==> src/rtl/pcf8563_time_sync.sv <==
// pcf8563_time_sync: polls the PCF8563 seconds register, validates/decodes the BCD
// byte and publishes a seconds + sub-second cycle-count timestamp.
module pcf8563_time_sync #(
    parameter int CLK_FREQ       = 100_000_000,
    parameter int POLL_CYCLES    = 100_000,
    parameter int TIMEOUT_CYCLES = 1_000_000,
    parameter int SUBW           = $clog2(CLK_FREQ)
) (
    input  logic            clk,
    input  logic            rst_n,
    input  logic            en,
    output logic            start,
    input  logic [7:0]      rdata,
    input  logic            done,
    output logic [5:0]      sec,
    output logic [SUBW-1:0] subsec,
    output logic            sec_valid,
    output logic            sec_tick,
    output logic            vl,
    output logic            err,
    output logic            fault
);
    localparam int PW = $clog2(POLL_CYCLES + 1);
    localparam int TW = $clog2(TIMEOUT_CYCLES + 1);
    localparam logic [PW-1:0]   POLL_LAST = PW'(POLL_CYCLES - 1);
    localparam logic [TW-1:0]   TO_LAST   = TW'(TIMEOUT_CYCLES - 1);
    localparam logic [SUBW-1:0] SUB_MAX   = SUBW'(CLK_FREQ - 1);

    typedef enum logic [2:0] {S_IDLE, S_WAIT, S_REQ, S_BUSY, S_CHECK} state_t;

    state_t        state_q, state_d;
    logic [PW-1:0] poll_cnt;
    logic [TW-1:0] to_cnt;
    logic          done_p0;
    logic [7:0]    rdata_p0;
    logic          err_p1;

    logic       timeout_hit, chk_ok, chk_bad, first_smp, sec_chg, idle_off;
    logic [5:0] value;

    function automatic logic bcd_ok(input logic [6:0] b);
        return (b[6:4] <= 3'd5) && (b[3:0] <= 4'd9);
    endfunction

    function automatic logic [5:0] bcd_to_bin(input logic [6:0] b);
        return ({3'b000, b[6:4]} * 6'd10) + {2'b00, b[3:0]};
    endfunction

    always_comb begin
        value       = bcd_to_bin(rdata_p0[6:0]);
        timeout_hit = (state_q == S_BUSY) && !done_p0 && (to_cnt == TO_LAST);
        chk_ok      = (state_q == S_CHECK) && bcd_ok(rdata_p0[6:0]);
        chk_bad     = (state_q == S_CHECK) && !bcd_ok(rdata_p0[6:0]);
        first_smp   = chk_ok && !sec_valid;
        sec_chg     = chk_ok && sec_valid && (value != sec);
        idle_off    = (state_q == S_IDLE) && !en;
    end

    always_comb begin
        state_d = state_q;
        case (state_q)
            S_IDLE:  if (en) state_d = S_WAIT;
            S_WAIT: begin
                if (!en)                        state_d = S_IDLE;
                else if (poll_cnt == POLL_LAST) state_d = S_REQ;
            end
            S_REQ:   state_d = S_BUSY;
            S_BUSY: begin
                // A falling en never aborts a read; it only redirects the exit.
                if (done_p0)          state_d = S_CHECK;
                else if (timeout_hit) state_d = en ? S_WAIT : S_IDLE;
            end
            S_CHECK: state_d = en ? S_WAIT : S_IDLE;
            default: state_d = S_IDLE;
        endcase
    end

    assign start = (state_q == S_REQ);
    // Timeout err is decoded during the last BUSY cycle; check err is registered.
    assign err   = err_p1 | timeout_hit;

    // Input capture stage: done/rdata only accepted while a read is outstanding
    always_ff @(posedge clk) begin
        if ((state_q == S_BUSY) && done) rdata_p0 <= rdata;
    end

    always_ff @(posedge clk or negedge rst_n) begin
        if (!rst_n) begin
            state_q   <= S_IDLE;
            poll_cnt  <= '0;
            to_cnt    <= '0;
            done_p0   <= 1'b0;
            err_p1    <= 1'b0;
            sec_tick  <= 1'b0;
            fault     <= 1'b0;
            sec_valid <= 1'b0;
            sec       <= '0;
            vl        <= 1'b0;
            subsec    <= '0;
        end else begin
            state_q  <= state_d;
            poll_cnt <= ((state_q == S_WAIT) && (state_d == S_WAIT)) ? poll_cnt + PW'(1) : '0;
            to_cnt   <= (state_q == S_BUSY) ? to_cnt + TW'(1) : '0;
            done_p0  <= (state_q == S_BUSY) && done;
            // Check/publish stage
            err_p1   <= chk_bad;
            sec_tick <= sec_chg;
            if (chk_bad || timeout_hit) fault <= 1'b1;
            else if (idle_off)          fault <= 1'b0;
            if (first_smp)     sec_valid <= 1'b1;
            else if (idle_off) sec_valid <= 1'b0;
            if (chk_ok) begin
                sec <= value;
                vl  <= rdata_p0[7];
            end
            if (first_smp || sec_chg || (state_q == S_IDLE)) subsec <= '0;
            else if (sec_valid && (subsec != SUB_MAX))        subsec <= subsec + SUBW'(1);
        end
    end
endmodule

==> config.mk <==
export PLATFORM = sky130hd
export DESIGN_NAME = pcf8563_time_sync
export DESIGN_NICKNAME = d
export VERILOG_FILES = /design/src/rtl/pcf8563_time_sync.sv
export SDC_FILE = /design/constraint.sdc
export NUM_CORES = 1
export LEC_CHECK = 0
export BUFFER_PORTS_ARGS = -buffer_cell sky130_fd_sc_hd__buf_2
export CAP_MARGIN = 20
export CORE_ASPECT_RATIO = 1.2
export CORE_MARGIN = 1.5
export CORE_UTILIZATION = 55
export CTS_CLUSTER_DIAMETER = 50
export DETAILED_ROUTE_END_ITERATION = 10
export PLACE_DENSITY_LB_ADDON = 0.2
export SYNTH_ARGS = -nofsm -noshare
export SYNTH_HDL_FRONTEND = slang
export SYNTH_SLANG_ARGS = --single-unit
==> constraint.sdc <==
create_clock -name clk -period 3.14 [get_ports clk]
set_input_delay 0.314 -clock clk [delete_from_list [all_inputs] [get_ports clk]]
set_output_delay 0.314 -clock clk [all_outputs]
set_load 0.03 [all_outputs]
After elaboration in Yosys (flattened, before gate mapping)

Index checks and enable logic that the tools add are counted.
W data, S select, Z words.

Register bits after elaboration: 87
Bits of input ports: 12
Logic and storage cells: 66
Output and inout bits: 39

Equal/unequal tests: 9
Mux-type cells: 14
Magnitude comparators: 2
Add/sub/neg operators: 4
Multiply operators: 1
Reductions and logical operators: 23
Bitwise logic cells: 1

Operator list:

| cell                    | count |
|---|---|
| $mux W27                | 2 |
| $add A27 B1 Y27 const B | 1 |
| $ne A27 B27 Y1 const B  | 1 |
| $add A20 B1 Y20 const B | 1 |
| $eq A20 B20 Y1 const B  | 1 |
| $mux W20                | 1 |
| $add A17 B1 Y17 const B | 1 |
| $eq A17 B17 Y1 const B  | 1 |
| $mux W17                | 1 |
| $mux W3                 | 5 |
| $pmux W3 S5             | 1 |
| $logic_and A1 B1 Y1     | 12 |
| $add A6 B4 Y6           | 1 |
| $eq A3 B1 Y1 const B    | 2 |
| $eq A3 B2 Y1 const B    | 2 |
| $ne A6 B6 Y1            | 1 |
| $reduce_bool A2 Y1      | 3 |
| $mul A3 B3 Y5 const B   | 1 |
| $le A4 B4 Y1 const B    | 1 |
| $logic_not A1 Y1        | 4 |
| $mux W1                 | 4 |
| $eq A3 B3 Y1 const B    | 1 |
| $le A3 B3 Y1 const B    | 1 |
| $logic_not A3 Y1        | 1 |
| other kinds (2)         | 4 |

Logic depth before layout (Yosys ltp)

Depth after elaboration: 9
Depth in mapped cells: 9
Depth with buffers taken out: 8

Worst setup path before layout

No wires, ideal clock.

Path type: reg-to-reg
Start point: reg rdata_p0[6]
End point: reg subsec[12]
Slack: 0.843 ns
Library setup time: 0.087 ns
Cell stages (with the launch flop): 9
Period minus slack after synthesis: 2.297 ns
Path buffers: 1
Arrival: 2.209 ns
Required time: 3.053 ns
Cell sequence: edfxtp_1 -> ha_1 -> ha_1 -> xor2_1 -> xnor2_1 -> nor4_4 -> nand4b_4 -> buf_2 -> a22oi_1

Word-level cells in the longest chain between the ends: 8
Elaborated cells between the ends (all ways): 13
Classes of those cells: add/sub (1); mul (1); order compare (1); eq/ne (1); mux (1); reduce/logical (8)

RTL lines:

| element                                               | RTL line | text |
|---|---|---|
| start: declaration                                    | 35       | `logic [7:0] rdata_p0;` |
| start signal: assignment                              | 84       | `if ((state_q == S_BUSY) && done) rdata_p0 <= rdata;` |
| branches (longest 5 deep; another with $add A6 B4 Y6) | n/a      |  |
| $logic_or A1 B1 Y1 * (2 in a row)                     | 116      | `if (first_smp \|\| sec_chg \|\| (state_q == S_IDLE)) subsec <= '0;` |
| $mux W27 or $reduce_bool A2 Y1 (tied branches)        | n/a      |  |
| end signal: assignment                                | 117      | `else if (sec_valid && (subsec != SUB_MAX)) subsec <= subsec + SUBW'(1);` |
| end: declaration                                      | 16       | `output logic [SUBW-1:0] subsec,` |

Every way passes the cells marked *.
A chain may end at the register's enable or synchronous reset.

Final worst setup path

Start point: reg rdata_p0[4]
End point: reg subsec[5]

The elaborated chain is that of the path after synthesis.

==> metrics.md <==
| Metric | Value |
|---|---|
| Via count | 3477 |
| Vias in the first global route | 3289 |
| Most common flop cell mapped by yosys | dfrtp_1 |
| Commonest non-fill, non-tap cell in the layout | dfrtp_1 |
| Seq pwr share | 55.5% |
| CTS resizes | 0 |
| DRC violations left | 0 |
| DP HPWL | 6202 µm |
| Post-route setup TNS | 0 ns |
| H-tree depth | 3 |
| Clock share of power | 37.2% |
| DR iter-0 viols | 247 |
| Share of cells above drive strength 1 | 18.38% |
| Combinational Power Share | 7.4% |
| Status | completed |
| I/O Pins | 51 |
| Crit path cell chain | ha_1 > ha_1 > xor2_1 > xnor2_1 > nor4_4 > nand4b_4 > a22oi_1 |
| CTS buffer count | 9 |
| Core area | 8108 µm² |
| Netlist cell types | 53 |
| Die area | 8855 µm² |
| Synthesized area | 4563 µm² |
| Final #Nets | 511 |
| RSZ-0062 raised after global routing | no |
| WP data required | 3.41 ns |
| Synthesized flop and latch total | 87 |
| Initial antenna violation count | 0 |
| Hold Path Cell Cnt | 1 |
| Synth area leader | dfrtp_1 |
| TritonCTS clock tree | done |
| Routed Antenna Nets | 0 |
| Post-synth top area share | 43.32% |
| Cell with the most instances on the worst path | ha_1 |
| Via density | 5.893 |
| Fmax | 387.8 MHz |
| Hold Path End | rdata_p0[0]$_DFFE_PP_ |
| Register area share after synthesis | 48.59% |
| Mapped Cells | 448 |
| Die W | 86.15 µm |
| Root buffer cell | clkbuf_8 |
| Initial Utilization | 56.28% |
| Internal power | 1.584 mW |
| YS warnings | 0 |
| Drt pass-1 iters | 5 |
| Wirelength, routed | 9097 µm |
| Power, Total | 2.105 mW |
| Critical Path AT | 2.85 ns |
| PortBufs | 50 |
| EDFF count, synth | 8 |
| CTS Hold Bufs | 0 |
| Hold_sp | rdata[0] |
| Routability cong. | 0.8803 |
| Syn_area_per_cell | 10.19 µm² |
| Max-slew headroom | 54.42% |
| Setup violators final | 0 |
| N_diodes | 0 |
| First-pass GRT wire length | 15220 µm |
| Synth top area cells | dfrtp_1, xnor2_1, edfxtp_1 |
| Slowest-stage cell, CP | edfxtp_1 |
| Vert. Die Dim | 102.8 µm |
| Largest net degree at the start of global routing | 80 |
| Routed wire per std cell | 15.42 µm |
| Final core utilization | 62.44% |
| Placed Instance Area | 4826 µm² |
| Least-Margin Pin Slew | 0.6837 ns |
| Clock transition at path regs | 0.08 ns |
| Crit path max fanout | 27 |
| Reg2reg end | subsec[5]$_DFFE_PN0P_ |
| PwrDens | 415.8 nW/µm² |
| Switch Pwr | 0.5207 mW |
| CP endpoint kind | flip-flop |
| Max VDD drop | 0.2311 mV |
| Min Tclk post-route | 2.578 ns |
| Synthesized net count | 469 |
| Max Clock Skew | 0.006531 ns |
| Area delta synth->final | 10.94% |
| GR Overflow Total | 0 |
| Worst Hold Class | in -> reg |
| Clock buffer depth | 2 |
| FFs w/ async S/R, synth | 90.80% |
| Most frequent cells in the layout | dfrtp_1, buf_2, nor2_1 |
| CP startpoint kind | flip-flop |
| Net Sw Frac | 24.74% |
| Slew Limit Fails | 0 |
| RR Startpoint | rdata_p0[4]$_DFFE_PP_ |
| Tot GR Track Use | 21.86% |
| Final worst-path cycle share | 82.11% |
| Clock sinks | 87 |
| Max stage delay on crit path | 0.42 ns |
| Core Rows | 36 |
| Crit path kind | reg -> reg |
| Design Area, Final | 5062 µm² |
| Worst-Skew Late Latency | 0.36 ns |
| R2r worst-path depth | 7 |
| CP bufs+invs | 0 |
| Top delay family on crit path | simple AND/OR/NAND/NOR gates |
| R2R Setup Slk | 0.56 ns |
| Fin. Hold Viols | 0 |
| Max-cap violations | 0 |
| Leak | 2.156 nW |
| Post-CTS Repair Setup Buffers | 0 |
worst register-to-register path, stage by stage, from the launching register on:
cell and delay (ns):
edfxtp_1 0.42, ha_1 0.32, ha_1 0.32, xor2_1 0.23, xnor2_1 0.14, nor4_4 0.36, nand4b_4 0.41, a22oi_1 0.30
Yosys cell counts (8+ instances only):
library cell,count
ha_1,8
nor4_1,10
a22oi_1,8
a21oi_1,23
inv_1,14
xnor2_1,34
o21ai_0,15
nand3_1,23
clkbuf_1,13
nor3_1,15
nand4_1,19
xor2_1,26
nand2_1,28
edfxtp_1,8
dfrtp_1,79
nor2_1,44
final cells by class:
cell class	count	area, µm²
Sequential cell	87	2217
Clock inverter	5	57.56
Multi-Input combinational cell	324	2170
Fill cell	685	3045
Timing Repair Buffer	54	305.3
Inverter	14	52.55
Tap cell	95	118.9
Clock buffer	11	141.4
kinds of logic after synthesis:
family,after synthesis,share of synthesized area [%]
compound gates,61,8.418
xor+xnor,60,11.52
fa+ha+maj,9,2.632
buf+inv,37,3.866
flops,87,48.59
mux,4,0.9596
simple gates,190,24.02
power by group through the flow:
stage	logic, mW	clock network [mW]	registers [mW]
3_3_place_gp	0.148	0	1.19
5_1_grt	0.172	0.855	1.17
3_5_place_dp	0.152	0	1.19
6_report	0.155	0.783	1.17
4_1_cts	0.153	0.805	1.17
2_1_floorplan	0.0898	0	1.19
state kept, by name (all words and copies together), names as in the netlist:
name and count:
rdata_p0 8, sec 6, subsec 27, sec_valid 1, sec_tick 1, fault 1
to_cnt 20, err_p1 1, state_q 3, poll_cnt 17, vl 1, done_p0 1
metrics by stage:
stage	instances	worst slack (ns)	hold slack, ns
4_1_cts	588	0.5339	0.1121
2_1_floorplan	448	0.8435	0.01841
3_3_place_gp	572	0.6577	0.4600
5_1_grt	590	0.3439	0.1050
6_report	590	0.5616	0.1332
3_5_place_dp	572	0.5486	0.4756
how the worst max path moves through the flow:
stage	slack [ns]	startpoint	end	cells past startpoint
2_1_floorplan	0.84	rdata_p0[6]$_DFFE_PP_	subsec[12]$_DFFE_PN0P_	8
3_3_place_gp	0.66	rdata_p0[6]$_DFFE_PP_	subsec[12]$_DFFE_PN0P_	7
3_5_place_dp	0.55	rdata_p0[4]$_DFFE_PP_	subsec[6]$_DFFE_PN0P_	7
4_1_cts	0.53	rdata_p0[4]$_DFFE_PP_	subsec[6]$_DFFE_PN0P_	7
5_1_grt	0.34	rdata_p0[4]$_DFFE_PP_	subsec[10]$_DFFE_PN0P_	8
6_report	0.56	rdata_p0[4]$_DFFE_PP_	subsec[5]$_DFFE_PN0P_	7
metal layers:
metal | part of all wire (%) | track usage [%] | vias up
met5 | 0 | 0 | -
met4 | 1.1 | 8.065 | 0
met3 | 4.0 | 4.804 | 7
met2 | 51 | 37.86 | 78
met1 | 44 | 27.03 | 1704
li1 | - | - | 1688
(Power assumes the default switching activity.)
